===== config.mk =====
export PLATFORM = sky130hd
export DESIGN_NAME = pixel_frame_scheduler
export DESIGN_NICKNAME = d
export VERILOG_FILES = /design/src/rtl/pixel_sched_pkg.sv /design/src/rtl/pixel_rr_arbiter.sv /design/src/rtl/pixel_frame_scheduler.sv
export SDC_FILE = /design/constraint.sdc
export NUM_CORES = 1
export LEC_CHECK = 0
export CAP_MARGIN = 10
export CORE_AREA = 2 2 559 561
export CTS_BUF_LIST = sky130_fd_sc_hd__clkbuf_4 sky130_fd_sc_hd__clkbuf_8 sky130_fd_sc_hd__clkbuf_16
export CTS_CLUSTER_SIZE = 10
export DETAILED_ROUTE_END_ITERATION = 12
export DIE_AREA = 0 0 561 563
export GPL_TIMING_DRIVEN = 0
export PLACE_DENSITY = 0.3
export SETUP_SLACK_MARGIN = 0.02
export SYNTH_ARGS = -nofsm -noshare
export SYNTH_HDL_FRONTEND = slang
export SYNTH_SLANG_ARGS = --single-unit
export TNS_END_PERCENT = 1

===== constraint.sdc =====
create_clock -name tx_pixel_clk -period 2.09 [get_ports tx_pixel_clk]
set_input_delay 0.5225 -clock tx_pixel_clk [delete_from_list [all_inputs] [get_ports tx_pixel_clk]]
set_output_delay 0.5225 -clock tx_pixel_clk [all_outputs]
set_load 0.005 [all_outputs]

===== src/rtl/pixel_sched_pkg.sv =====
// Shared types, raster predicates and framing constants for the pixel frame scheduler.
package pixel_sched_pkg;

  typedef enum logic [2:0] {
    IDLE,
    GRANT,
    LAUNCH,
    WAIT_BUSY,
    STREAM,
    DONE
  } state_t;

  localparam logic [15:0] SOF_WORD = 16'hEAFF;
  localparam logic [15:0] EOF_WORD = 16'hDDAA;

  // Generator's end-of-data point: last active column on the first blanking line.
  function automatic logic frame_tick_f(input logic [9:0] x, input logic [9:0] y,
                                        input int unsigned h, input int unsigned v);
    return (32'(x) == h - 1) && (32'(y) == v);
  endfunction

  function automatic logic launch_window_f(input logic [9:0] y, input int unsigned v);
    return 32'(y) >= v;
  endfunction

endpackage


===== src/rtl/pixel_rr_arbiter.sv =====
// Combinational round-robin arbiter: searches from ptr+1 upward, wrapping at NREQ.
module pixel_rr_arbiter #(
  parameter int unsigned NREQ = 3,
  parameter int unsigned IW   = $clog2(NREQ)
) (
  input  logic [NREQ-1:0] i_req,
  input  logic [IW-1:0]   i_ptr,
  output logic [NREQ-1:0] o_grant,
  output logic [IW-1:0]   o_idx,
  output logic            o_any
);

  always_comb begin
    logic        found;
    int unsigned j;
    found   = 1'b0;
    j       = 0;
    o_grant = '0;
    o_idx   = '0;
    for (int unsigned k = 1; k <= NREQ; k++) begin
      j = (32'(i_ptr) + k) % NREQ;
      if (!found && i_req[j]) begin
        found      = 1'b1;
        o_grant[j] = 1'b1;
        o_idx      = IW'(j);
      end
    end
    o_any = found;
  end

endmodule


===== src/rtl/pixel_frame_scheduler.sv =====
// Shares one MIPI payload generator between NREQ requesters, launching only in blanking.
// Optional empty keep-alive frames are enabled by defining PIXEL_SCHED_KEEPALIVE_EN.
module pixel_frame_scheduler #(
  parameter int unsigned DLEN             = 43,
  parameter int unsigned NREQ             = 3,
  parameter int unsigned activeVideo_h    = 640,
  parameter int unsigned activeVideo_v    = 480,
  parameter int unsigned TIMEOUT_FRAMES   = 4,
  parameter int unsigned KEEPALIVE_FRAMES = 8
) (
  input  logic                   tx_pixel_clk,
  input  logic                   rst,
  input  logic [9:0]             x,
  input  logic [9:0]             y,
  input  logic [NREQ-1:0]        req_valid,
  input  logic [NREQ*DLEN*8-1:0] req_data,
  output logic [NREQ-1:0]        req_ready,
  output logic [NREQ-1:0]        req_done,
  input  logic                   gen_busy,
  output logic [DLEN*8-1:0]      gen_data,
  output logic                   gen_data_available,
  output logic                   gen_write_enable,
  output logic [15:0]            frame_count,
  output logic                   err_timeout
);
  import pixel_sched_pkg::*;

  localparam int unsigned PW = DLEN * 8;
  localparam int unsigned IW = $clog2(NREQ);
  localparam int unsigned TW = $clog2(TIMEOUT_FRAMES + 1);

  if (NREQ < 2 || NREQ > 8 || TIMEOUT_FRAMES < 1 || KEEPALIVE_FRAMES < 1) begin : g_bad_cfg
    $error("pixel_frame_scheduler: unsupported parameter set");
  end

  state_t          r_state, w_state_nxt;
  logic [IW-1:0]   r_ptr, r_win, w_arb_idx;
  logic [NREQ-1:0] r_win_1h, w_arb_grant;
  logic            w_arb_any, w_tick, w_window, w_ka_due, w_ka_active;
  logic [PW-1:0]   r_gen_data, w_slice;
  logic [TW-1:0]   r_to_cnt;
  logic [15:0]     r_frame_count;
  logic            r_err;

  assign w_tick   = frame_tick_f(x, y, activeVideo_h, activeVideo_v);
  assign w_window = launch_window_f(y, activeVideo_v);

  pixel_rr_arbiter #(.NREQ(NREQ), .IW(IW)) u_arb (
    .i_req   (req_valid),
    .i_ptr   (r_ptr),
    .o_grant (w_arb_grant),
    .o_idx   (w_arb_idx),
    .o_any   (w_arb_any)
  );

  always_comb begin
    w_slice = '0;
    for (int unsigned i = 0; i < NREQ; i++) begin
      if (r_win == IW'(i)) w_slice = req_data[i*PW +: PW];
    end
  end

  always_comb begin
    w_state_nxt        = r_state;
    req_ready          = '0;
    req_done           = '0;
    gen_data_available = 1'b0;
    gen_write_enable   = 1'b0;
    case (r_state)
      IDLE: begin
        if (!gen_busy && w_window) begin
          if (w_arb_any)     w_state_nxt = GRANT;
          else if (w_ka_due) w_state_nxt = LAUNCH;
        end
      end
      GRANT: begin
        req_ready   = r_win_1h;
        w_state_nxt = LAUNCH;
      end
      LAUNCH: begin
        gen_data_available = !w_ka_active;
        gen_write_enable   = w_ka_active;
        w_state_nxt        = WAIT_BUSY;
      end
      WAIT_BUSY: begin
        // A busy rise outranks a coincident frame_tick.
        if (gen_busy) w_state_nxt = STREAM;
        else if (w_tick && r_to_cnt == TW'(TIMEOUT_FRAMES - 1)) w_state_nxt = IDLE;
      end
      STREAM: begin
        if (!gen_busy) w_state_nxt = DONE;
      end
      DONE: begin
        req_done    = w_ka_active ? '0 : r_win_1h;
        w_state_nxt = IDLE;
      end
      default: w_state_nxt = IDLE;
    endcase
  end

  always_ff @(posedge tx_pixel_clk) begin
    if (rst) begin
      r_state       <= IDLE;
      r_ptr         <= IW'(NREQ - 1);
      r_win         <= '0;
      r_win_1h      <= '0;
      r_gen_data    <= '0;
      r_to_cnt      <= '0;
      r_frame_count <= '0;
      r_err         <= 1'b0;
    end else begin
      r_state <= w_state_nxt;
      if (r_state == IDLE && w_state_nxt == GRANT) begin
        r_win    <= w_arb_idx;
        r_win_1h <= w_arb_grant;
      end
      if (r_state == GRANT) begin
        r_gen_data <= w_slice;
        r_ptr      <= r_win;
      end
      if (r_state == LAUNCH) r_to_cnt <= '0;
      if (r_state == WAIT_BUSY && !gen_busy && w_tick) begin
        r_to_cnt <= r_to_cnt + 1'b1;
        if (r_to_cnt == TW'(TIMEOUT_FRAMES - 1)) r_err <= 1'b1;
      end
      if (r_state == DONE && !w_ka_active) r_frame_count <= r_frame_count + 1'b1;
    end
  end

`ifdef PIXEL_SCHED_KEEPALIVE_EN
  localparam int unsigned KW = $clog2(KEEPALIVE_FRAMES + 1);
  logic [KW-1:0] r_idle_cnt;
  logic          r_ka;

  assign w_ka_due    = (r_idle_cnt == KW'(KEEPALIVE_FRAMES));
  assign w_ka_active = r_ka;

  always_ff @(posedge tx_pixel_clk) begin
    if (rst) begin
      r_idle_cnt <= '0;
      r_ka       <= 1'b0;
    end else if (r_state == IDLE && w_state_nxt == GRANT) begin
      r_idle_cnt <= '0;
      r_ka       <= 1'b0;
    end else if (r_state == IDLE && w_state_nxt == LAUNCH) begin
      r_idle_cnt <= '0;
      r_ka       <= 1'b1;
    end else if (r_state == IDLE && req_valid == '0 && w_tick && !w_ka_due) begin
      r_idle_cnt <= r_idle_cnt + 1'b1;
    end
  end
`else
  assign w_ka_due    = 1'b0;
  assign w_ka_active = 1'b0;
`endif

  assign gen_data    = r_gen_data;
  assign frame_count = r_frame_count;
  assign err_timeout = r_err;

endmodule


# == Word level (Yosys, flattened, before mapping) ==
# Cells that the tools add are included.
# W data, S select, Z words.
# totals
reg_bits,374
output_inout_bits,369
elab_cells,89
# classes
add_sub_neg,5
div,3
n_lt_le_gt_ge,7
eq_ne,11
n_mux,35
bitwise_logic,2
reduce_logical,18
# op_table
op,count
$mux W344,3
$ge A32 B1 Y1 const B,3
$lt A32 B3 Y1 const B,3
$mod A32 B2 Y32 const B,3
$mux W3,12
$add A16 B1 Y16 const B,1
$pmux W3 S5,1
$logic_and A1 B1 Y1,11
$eq A10 B10 Y1 const B,1
$eq A10 B9 Y1 const B,1
$ge A10 B9 Y1 const B,1
$mux W1,10
$eq A3 B2 Y1 const B,3
$add A2 B2 Y3 const B,2
$bmux W1 S2,3
$demux W1 S2,3
$eq A3 B1 Y1 const B,2
$eq A3 B3 Y1 const B,2
$mux W2,3
$or A3 B3 Y3,2
$add A2 B1 Y3 const B,1
$add A3 B1 Y3 const B,1
$logic_not A1 Y1,3
$logic_not A3 Y1,1
other kinds (5),5

# == Logic depth before layout (Yosys ltp) ==
# Gate-level depths: netlist of run 1.
# logic_depth
word_depth,16
ltp_mapped,8

# == Modules after synthesis ==
# From an unflattened synthesis of run 1, not the netlist that was laid out.
# unflattened
cells_unflattened,2517
hier_area_um2,20070.5
# by_module_without_submodules
module,instances,cells_per_inst,area_each_um2
pixel_frame_scheduler,1,2477,19789.0
pixel_rr_arbiter,1,40,281.5

# == Worst setup path before layout of run 1 ==
# Ideal clock, no wire load.
# synth_timing
path_kind,register -> register
startpoint,register r_ptr[0]
endpoint,register r_win[1]
setup_time_ns,0.130
t_arrival_ns,1.748
required_ns,1.960
slack_ns,0.212
stages_incl_launch_ff,9
synth_period_minus_slack_ns,1.878
path_cell_list,dfxtp_1 > inv_1 > ha_1 > buf_6 > mux2_4 > a32o_2 > o31a_4 > nor2_1 > nor3_2
# synth_via
elab_chain_len,16
# synth_rtl
element,line_no,rtl
"start, declared",pixel_frame_scheduler.sv:37,"logic [IW-1:0] r_ptr, r_win, w_arb_idx;"
"start signal, assigned",pixel_frame_scheduler.sv:104,r_ptr <= IW'(NREQ - 1);
"start signal, assigned",pixel_frame_scheduler.sv:119,r_ptr <= r_win;
$add A2 B1 Y3,pixel_rr_arbiter.sv:21,j = (32'(i_ptr) + k) % NREQ;
$mod A32 B2 Y32,pixel_rr_arbiter.sv:21,
$bmux W1 S2,pixel_rr_arbiter.sv:22,if (!found && i_req[j]) begin
$mux W1 (not written as such),pixel_rr_arbiter.sv:22,
$mux W1,pixel_rr_arbiter.sv:22,
$logic_not A1 Y1,pixel_rr_arbiter.sv:22,
$logic_and A1 B1 Y1,pixel_rr_arbiter.sv:22,
$mux W1,pixel_rr_arbiter.sv:22,
$logic_not A1 Y1,pixel_rr_arbiter.sv:22,
$logic_and A1 B1 Y1,pixel_rr_arbiter.sv:22,
$mux W1,pixel_rr_arbiter.sv:22,
$mux W3,pixel_frame_scheduler.sv:72,if (w_arb_any) w_state_nxt = GRANT;
$mux W3,pixel_frame_scheduler.sv:71,if (!gen_busy && w_window) begin
$pmux W3 S5,pixel_frame_scheduler.sv:69,case (r_state)
$eq A3 B1 Y1,pixel_frame_scheduler.sv:113,if (r_state == IDLE && w_state_nxt == GRANT) begin
$logic_and A1 B1 Y1,pixel_frame_scheduler.sv:113,
"end signal, assigned",pixel_frame_scheduler.sv:114,r_win <= w_arb_idx;
"end, declared",pixel_frame_scheduler.sv:37,
# Parallel ways exist; a longest one is shown, timed or not. The select of a mux whose other input is x is not followed.
# A chain may end at the register's enable or synchronous reset.

# == Worst setup path in the final report of run 1 ==
# layout_timing
startpoint,register r_state[1]
endpoint,register r_gen_data[304] (netlist: gen_data[304])
# layout_via
elab_chain_len,1
# layout_rtl
element,line_no,rtl
"start, declared",pixel_frame_scheduler.sv:36,"state_t r_state, w_state_nxt;"
"start signal, assigned",pixel_frame_scheduler.sv:112,r_state <= w_state_nxt;
$eq A3 B1 Y1,pixel_frame_scheduler.sv:117,if (r_state == GRANT) begin
"end signal, assigned",pixel_frame_scheduler.sv:118,r_gen_data <= w_slice;
"end, declared",pixel_frame_scheduler.sv:40,"logic [PW-1:0] r_gen_data, w_slice;"
# No other way between the ends.

==> summary.md, run 1 <==
| Metric | Value |
|---|---|
| Area grow syn2layout | 111% |
| Lkg Pwr | 15.1 nW |
| Clock Skew | 0.0706 ns |
| Place WS | -1.83 ns |
| WL met2 | 124000 um |
| Port Buffers | around 1400 |
| # setup viols final | a little over 100 |
| Worst Hold Class | input pin to register |
| Die area | roughly 0.32 mm2 |
| Result of the run | finished with violations |
| Storage cell area | about 0.0076 mm2 |
| EDFF count, synth | 0 |
| Setup TNS | -8.81 ns |
| CP max FO | 10 |
| Multi-input gate area | 0.0117 mm2 |
| Commonest cells after routing, fill and taps aside | 1055 x clkdlybuf4s50_1, 712 x nor2_1, 351 x nor3_1, 334 x dfxtp_1, 333 x mux2i_1 |
| #FFs+latches synth | 374 |
| Final instance area | ~0.042 mm2 |
| CP Class | register to register |
| Leading cell type in the layout, fill and taps excluded | clkdlybuf4s50_1 |
| Via density | 3.25 |
| Grt total ovfl | 0 |
| Sequential fraction of the synthesis area | approximately 37% |
| Syn_nets | 3573 |
| Vias | roughly 27000 |
| Gpl congestion | 0.882 |
| Hold Fails Final Rpt | 0 |
| Final Cycle Share | 118% |
| Placed instance count | between 8000 and 9000 |
| Avg Synthesized Cell Area | ~8 um2 |
| Initial Utilization | roughly 6.4% |
| IO Count | approximately 1400 |
| Wire per inst | between 30 and 40 um |
| RSZ-0062 raised after global routing | yes |
| H-tree depth | 2 |
| Async S/R FF share, synth | 0% |
| Initial antenna violation count | 359 |
| Worst slew pin tran | 1.30 ns |
| Post-route ant nets | 0 |
| Dpl hpwl | approximately 240000 um |
| Clock transition at path regs | roughly 0.060 ns |
| Synth Instances | around 2500 |
| Num CTS Buffers | 58 |
| Area of placed instances | about 0.040 mm2 |
| Filler instances | 35600 |
| VDD IR max | 0.639 mV |
| CP endpoint kind | register |
| Nets | slightly above 5000 |
| Root Driver | clkbuf_16 |
| Core area | about 0.31 mm2 |
| Critical path data required time | roughly 2.7 ns |
| Fmax | 404 MHz |
| Mapped Area | 0.0200 mm2 |
| Final-report max-slew violation count | 0 |
| Initial DRC Count | between 1500 and 2000 |
| Setup crit start kind | register |
| Hold Slack | between 0.3 and 0.4 ns |
| Share of layout cells above drive strength 1 | a little over a tenth |
| Max Used Layer | met5 |
| Drt pass-1 iters | 7 |
| Total GRT Usage | 16.6% |
| Slew headroom | between 10% and 20% |
| Hold buffer count at cts | 0 |
| Wl on met1 | about 98000 um |
| DR WL met3 | approximately 40000 um |
| Ys flop type | dfxtp_1 |
| Final WS setup | -0.384 ns |
| Min Tclk post-route | around 2.5 ns |
| DRC | 0 |
| Die X | ~560 um |
| Final std cells w/o fill | ~8300 |
| Largest net degree at the start of global routing | 16 |
| Power density cells | between 700 and 800 mW/mm2 |
| Number of global-route vias before repair | 26600 |
| Clk_lat worst skew | about 0.76 ns |
| Synth cell types | 56 |
| Die Y | ~560 um |
| Failing checks | setup timing |
| Synth warn | 0 |
| Reg2reg path depth | 7 |
| Max-Cap Viols | 0 |
| Worst hold path depth | 3 |
| CTS tree | yes |
| Sinks on Clock Net | ~370 |
| Num rows | around 200 |
| WL final | ~270000 um |
| Max Buffers Root-to-Sink | 3 |
| First-pass GRT wire length | 330000 um |
| Crit path DAT | a little over 3 ns |
==> cells in the mapped netlist, types with 10 or more instances <==
cell type,instances,share of area [%]
nor3_1,351,8.8
mux2i_1,348,17
dfxtp_1,374,37
buf_2,116,2.9
inv_1,12,0.23
clkbuf_1,115,2.2
nor2_1,714,13
nand2_1,10,0.19
a21oi_1,13,0.33
a211oi_1,345,13
==> repair_timing <==
action	in CTS	in global routing
pin swaps	2	1
endpoints found under the setup margin	719	288
buffers inserted	10	0
resized for setup	728	47
cloned	0	0
==> state kept, by name, indices dropped and copies added, names as in the netlist <==
register and cells:
err_timeout 1, frame_count 16, gen_data 344, r_ptr 2
r_state 3, r_to_cnt 3, r_win 2, r_win_1h 3
==> worst paths after layout <==
| check | start | endpoint | slack, ns |
|---|---|---|---|
| setup reg to reg | r_state[1] | gen_data[304] | -0.38 |
| hold / removal | req_valid[2] | r_win_1h[2] | 0.30 |
| setup / recovery | r_state[1] | gen_data[304] | -0.38 |
| hold reg to reg | r_to_cnt[2] | r_to_cnt[2] | 0.47 |
==> power by group <==
group          internal (W)  switching (W)  total [W]
registers           0.00820       0.000675    0.00887
logic               0.00507        0.00643     0.0115
clock network       0.00640        0.00443     0.0108
==> metrics by stage <==
stage,power (W),util [%]
finish,0.0312,13.6
detailed placement,0.0210,12.8
global route,0.0328,13.6
floorplan,0.0132,-
global placement,0.0209,12.7
CTS,0.0319,13.5
==> worst max-delay path: stages (launching register included) <==
cell and delay [ns]:
dfxtp_4 0.37, or3b_1 0.60, clkbuf_4 0.30, buf_8 0.17, buf_2 0.26, a211oi_1 0.30, buf_4 0.22, nor3_1 0.05
==> routing by layer <==
| metal | GRT usage, % | vias up |
|---|---|---|
| li1 | - | 12100 |
| met1 | 16.8 | 12500 |
| met2 | 27.2 | 1599 |
| met3 | 11.6 | 551 |
| met4 | 4.62 | 220 |
| met5 | 0 | - |
==> final cells by class <==
class / instances / share of cell area (%)
timing repair buffer: 1440 / 33.2
multi-input combinational: 1879 / 27.7
sequential: 374 / 17.9
tap: 4140 / 12.2
clock buffer: 82 / 4.02
buffer: 240 / 3.45
clock inverter: 27 / 0.798
antenna: 100 / 0.591
inverter: 12 / 0.106
==> cells by family (layout without fill, tap and decap cells) <==
logic type	Yosys count	count (layout)	share of synthesized area (%)
flip-flops	374	374	37.4
XOR/XNOR	12	12	0.525
buffers and inverters	255	1801	5.62
other	1	101	0.0187
AO/OA/AOI/OAI	383	383	14.3
adder cells (fa/ha/maj)	7	7	0.438
multiplexers	349	349	17.5
AND/OR/NAND/NOR	1127	1127	24.2
No activity file was read; power rests on OpenSTA's default activity.
==> run 2: changes to the inputs <==
--- a/config.mk
+++ b/config.mk
@@ -14,6 +14,7 @@
 export GPL_TIMING_DRIVEN = 0
 export PLACE_DENSITY = 0.3
 export SETUP_SLACK_MARGIN = 0.02
+export SLEW_MARGIN = 20
 export SYNTH_ARGS = -nofsm -noshare
 export SYNTH_HDL_FRONTEND = slang
 export SYNTH_SLANG_ARGS = --single-unit
==> summary.md, run 2 (synthesis results as in run 1) <==
| Metric | Value |
|---|---|
| Result of the run | finished with violations |
| Failing checks | setup timing |
| Final WS setup | -0.397 ns |
| Total GRT Usage | 16.6% |
| Core area | 0.310 mm2 |
| RSZ-0062 raised after global routing | yes |
| Fmax | around 400 MHz |
| Die X | 561 um |
| Max Buffers Root-to-Sink | 3 |
| Max reg flops | 344 |
| VDD IR max | just under 0.7 mV |
| Drt pass-1 iters | 5 |
| Vias | 27000 |
| Critical path data required time | ~1.6 ns |
| Placed instance count | between 8000 and 9000 |
| Initial antenna violation count | 358 |
| Area grow syn2layout | 113% |
| Final-report max-slew violation count | 0 |
| CTS tree | yes |
| Max-Cap Viols | 0 |
| Crit path DAT | slightly below 2 ns |
| Min Tclk post-route | approximately 2.5 ns |
| Sinks on Clock Net | ~370 |
| Hold Slack | 0.265 ns |
| Clock transition at path regs | ~0.06 ns |
| Initial DRC Count | 1601 |
| CP endpoint kind | output pin |
| Worst slew pin tran | just under 1 ns |
| Lkg Pwr | between 15 and 20 nW |
| Worst Hold Class | input pin to register |
| Die Y | around 560 um |
| WL final | around 270000 um |
| IO Count | between 1000 and 1500 |
| Port Buffers | between 1000 and 1500 |
| Share of layout cells above drive strength 1 | between 10% and 20% |
| Gpl congestion | 0.882 |
| Power density cells | approximately 740 mW/mm2 |
| Wire per inst | ~33 um |
| Slew headroom | 35.1% |
| Grt total ovfl | 0 |
| Nets | roughly 5000 |
| CP max FO | 7 |
| DRC | 0 |
| Commonest cells after routing, fill and taps aside | 1055 x clkdlybuf4s50_1, 712 x nor2_1, 351 x nor3_1, 334 x dfxtp_1, 332 x mux2i_1 |
| Leading cell type in the layout, fill and taps excluded | clkdlybuf4s50_1 |
| Final Cycle Share | 119% |
| H-tree depth | 2 |
| Post-route ant nets | 0 |
| CP Class | register to output pin |
| Largest net degree at the start of global routing | 17 |
| Via density | about 3.2 |
| Final std cells w/o fill | roughly 8300 |
| Clk_lat worst skew | 0.74 ns |
| Setup crit start kind | register |
| First-pass GRT wire length | about 330000 um |
| # setup viols final | about 180 |
| Filler instances | between 30000 and 40000 |
| Number of global-route vias before repair | 26600 |
| Reg-to-reg slack, setup | -0.35 ns |
| Setup TNS | -15.42 ns |
| Dpl hpwl | around 240000 um |
| Total power draw | approximately 0.032 W |
| Clock Skew | 0.0232 ns |
| Hold buffer count at cts | 0 |
| Root Driver | clkbuf_16 |
| Hold Fails Final Rpt | 0 |
| Num rows | roughly 210 |
| Die area | 0.316 mm2 |
| Initial Utilization | under 10% |
| Num CTS Buffers | 59 |
==> run 2: final timing paths <==
check	start	to	cells after the start
hold reg to reg	r_to_cnt[2]	r_to_cnt[2]	2
hold / removal	req_valid[2]	r_win_1h[2]	3
setup reg to reg	r_state[1]	gen_data[330]	6
setup / recovery	r_state[1]	gen_data_available	3
==> run 2: cell type report <==
type                            count  area (um2)  area share [%]
Inverter                           12        45.0           0.106
Clock inverter                     34         443            1.04
Tap cell                         4140        5180            12.2
Antenna cell                      132         330           0.776
Buffer                            240        1470            3.45
Clock buffer                       78        1700            3.99
Multi-Input combinational cell   1879       11800            27.6
Sequential cell                   374        7550            17.7
Timing Repair Buffer             1439       14100            33.1
==> run 2: timing repair <==
item / CTS / global route
endpoints found under the setup margin: 719 / 330
gates resized for setup: 774 / 51
pin swaps: 4 / 1
setup buffers: 8 / 0
==> run 2: layer usage <==
layer | up-vias | track usage (%) | routed length, um
met5 | - | 0 | 1500
li1 | 12100 | - | -
met2 | 1533 | 27.1 | 125000
met1 | 12600 | 16.6 | 96800
met4 | 224 | 4.84 | 7190
met3 | 523 | 11.9 | 41400
==> run 2: worst max-delay path, cell delays in order, from the launching register on <==
cell and delay (ns):
dfxtp_4 0.39, or3b_2 0.50, inv_1 0.11, clkdlybuf4s15_2 0.24
==> run 2: power by group <==
group | leakage, nW | total (W) | switching (W) | internal (W)
clock network | 1.07 | 0.0113 | 0.00459 | 0.00672
registers | 3.08 | 0.00887 | 0.000677 | 0.00820
logic | 11.0 | 0.0115 | 0.00643 | 0.00511
total | 15.1 | 0.0317 | 0.0117 | 0.0200
==> run 2: through the flow <==
| stage | util [%] | area (um2) | setup WS (ns) |
|---|---|---|---|
| after floorplan | - | 20000 | 0.212 |
| after global placement | 12.7 | 39400 | -1.80 |
| after detailed placement | 12.8 | 39600 | -1.53 |
| after CTS | 13.6 | 42100 | -0.512 |
| after global routing | 13.6 | 42300 | -0.514 |
| final | 13.7 | 42600 | -0.397 |
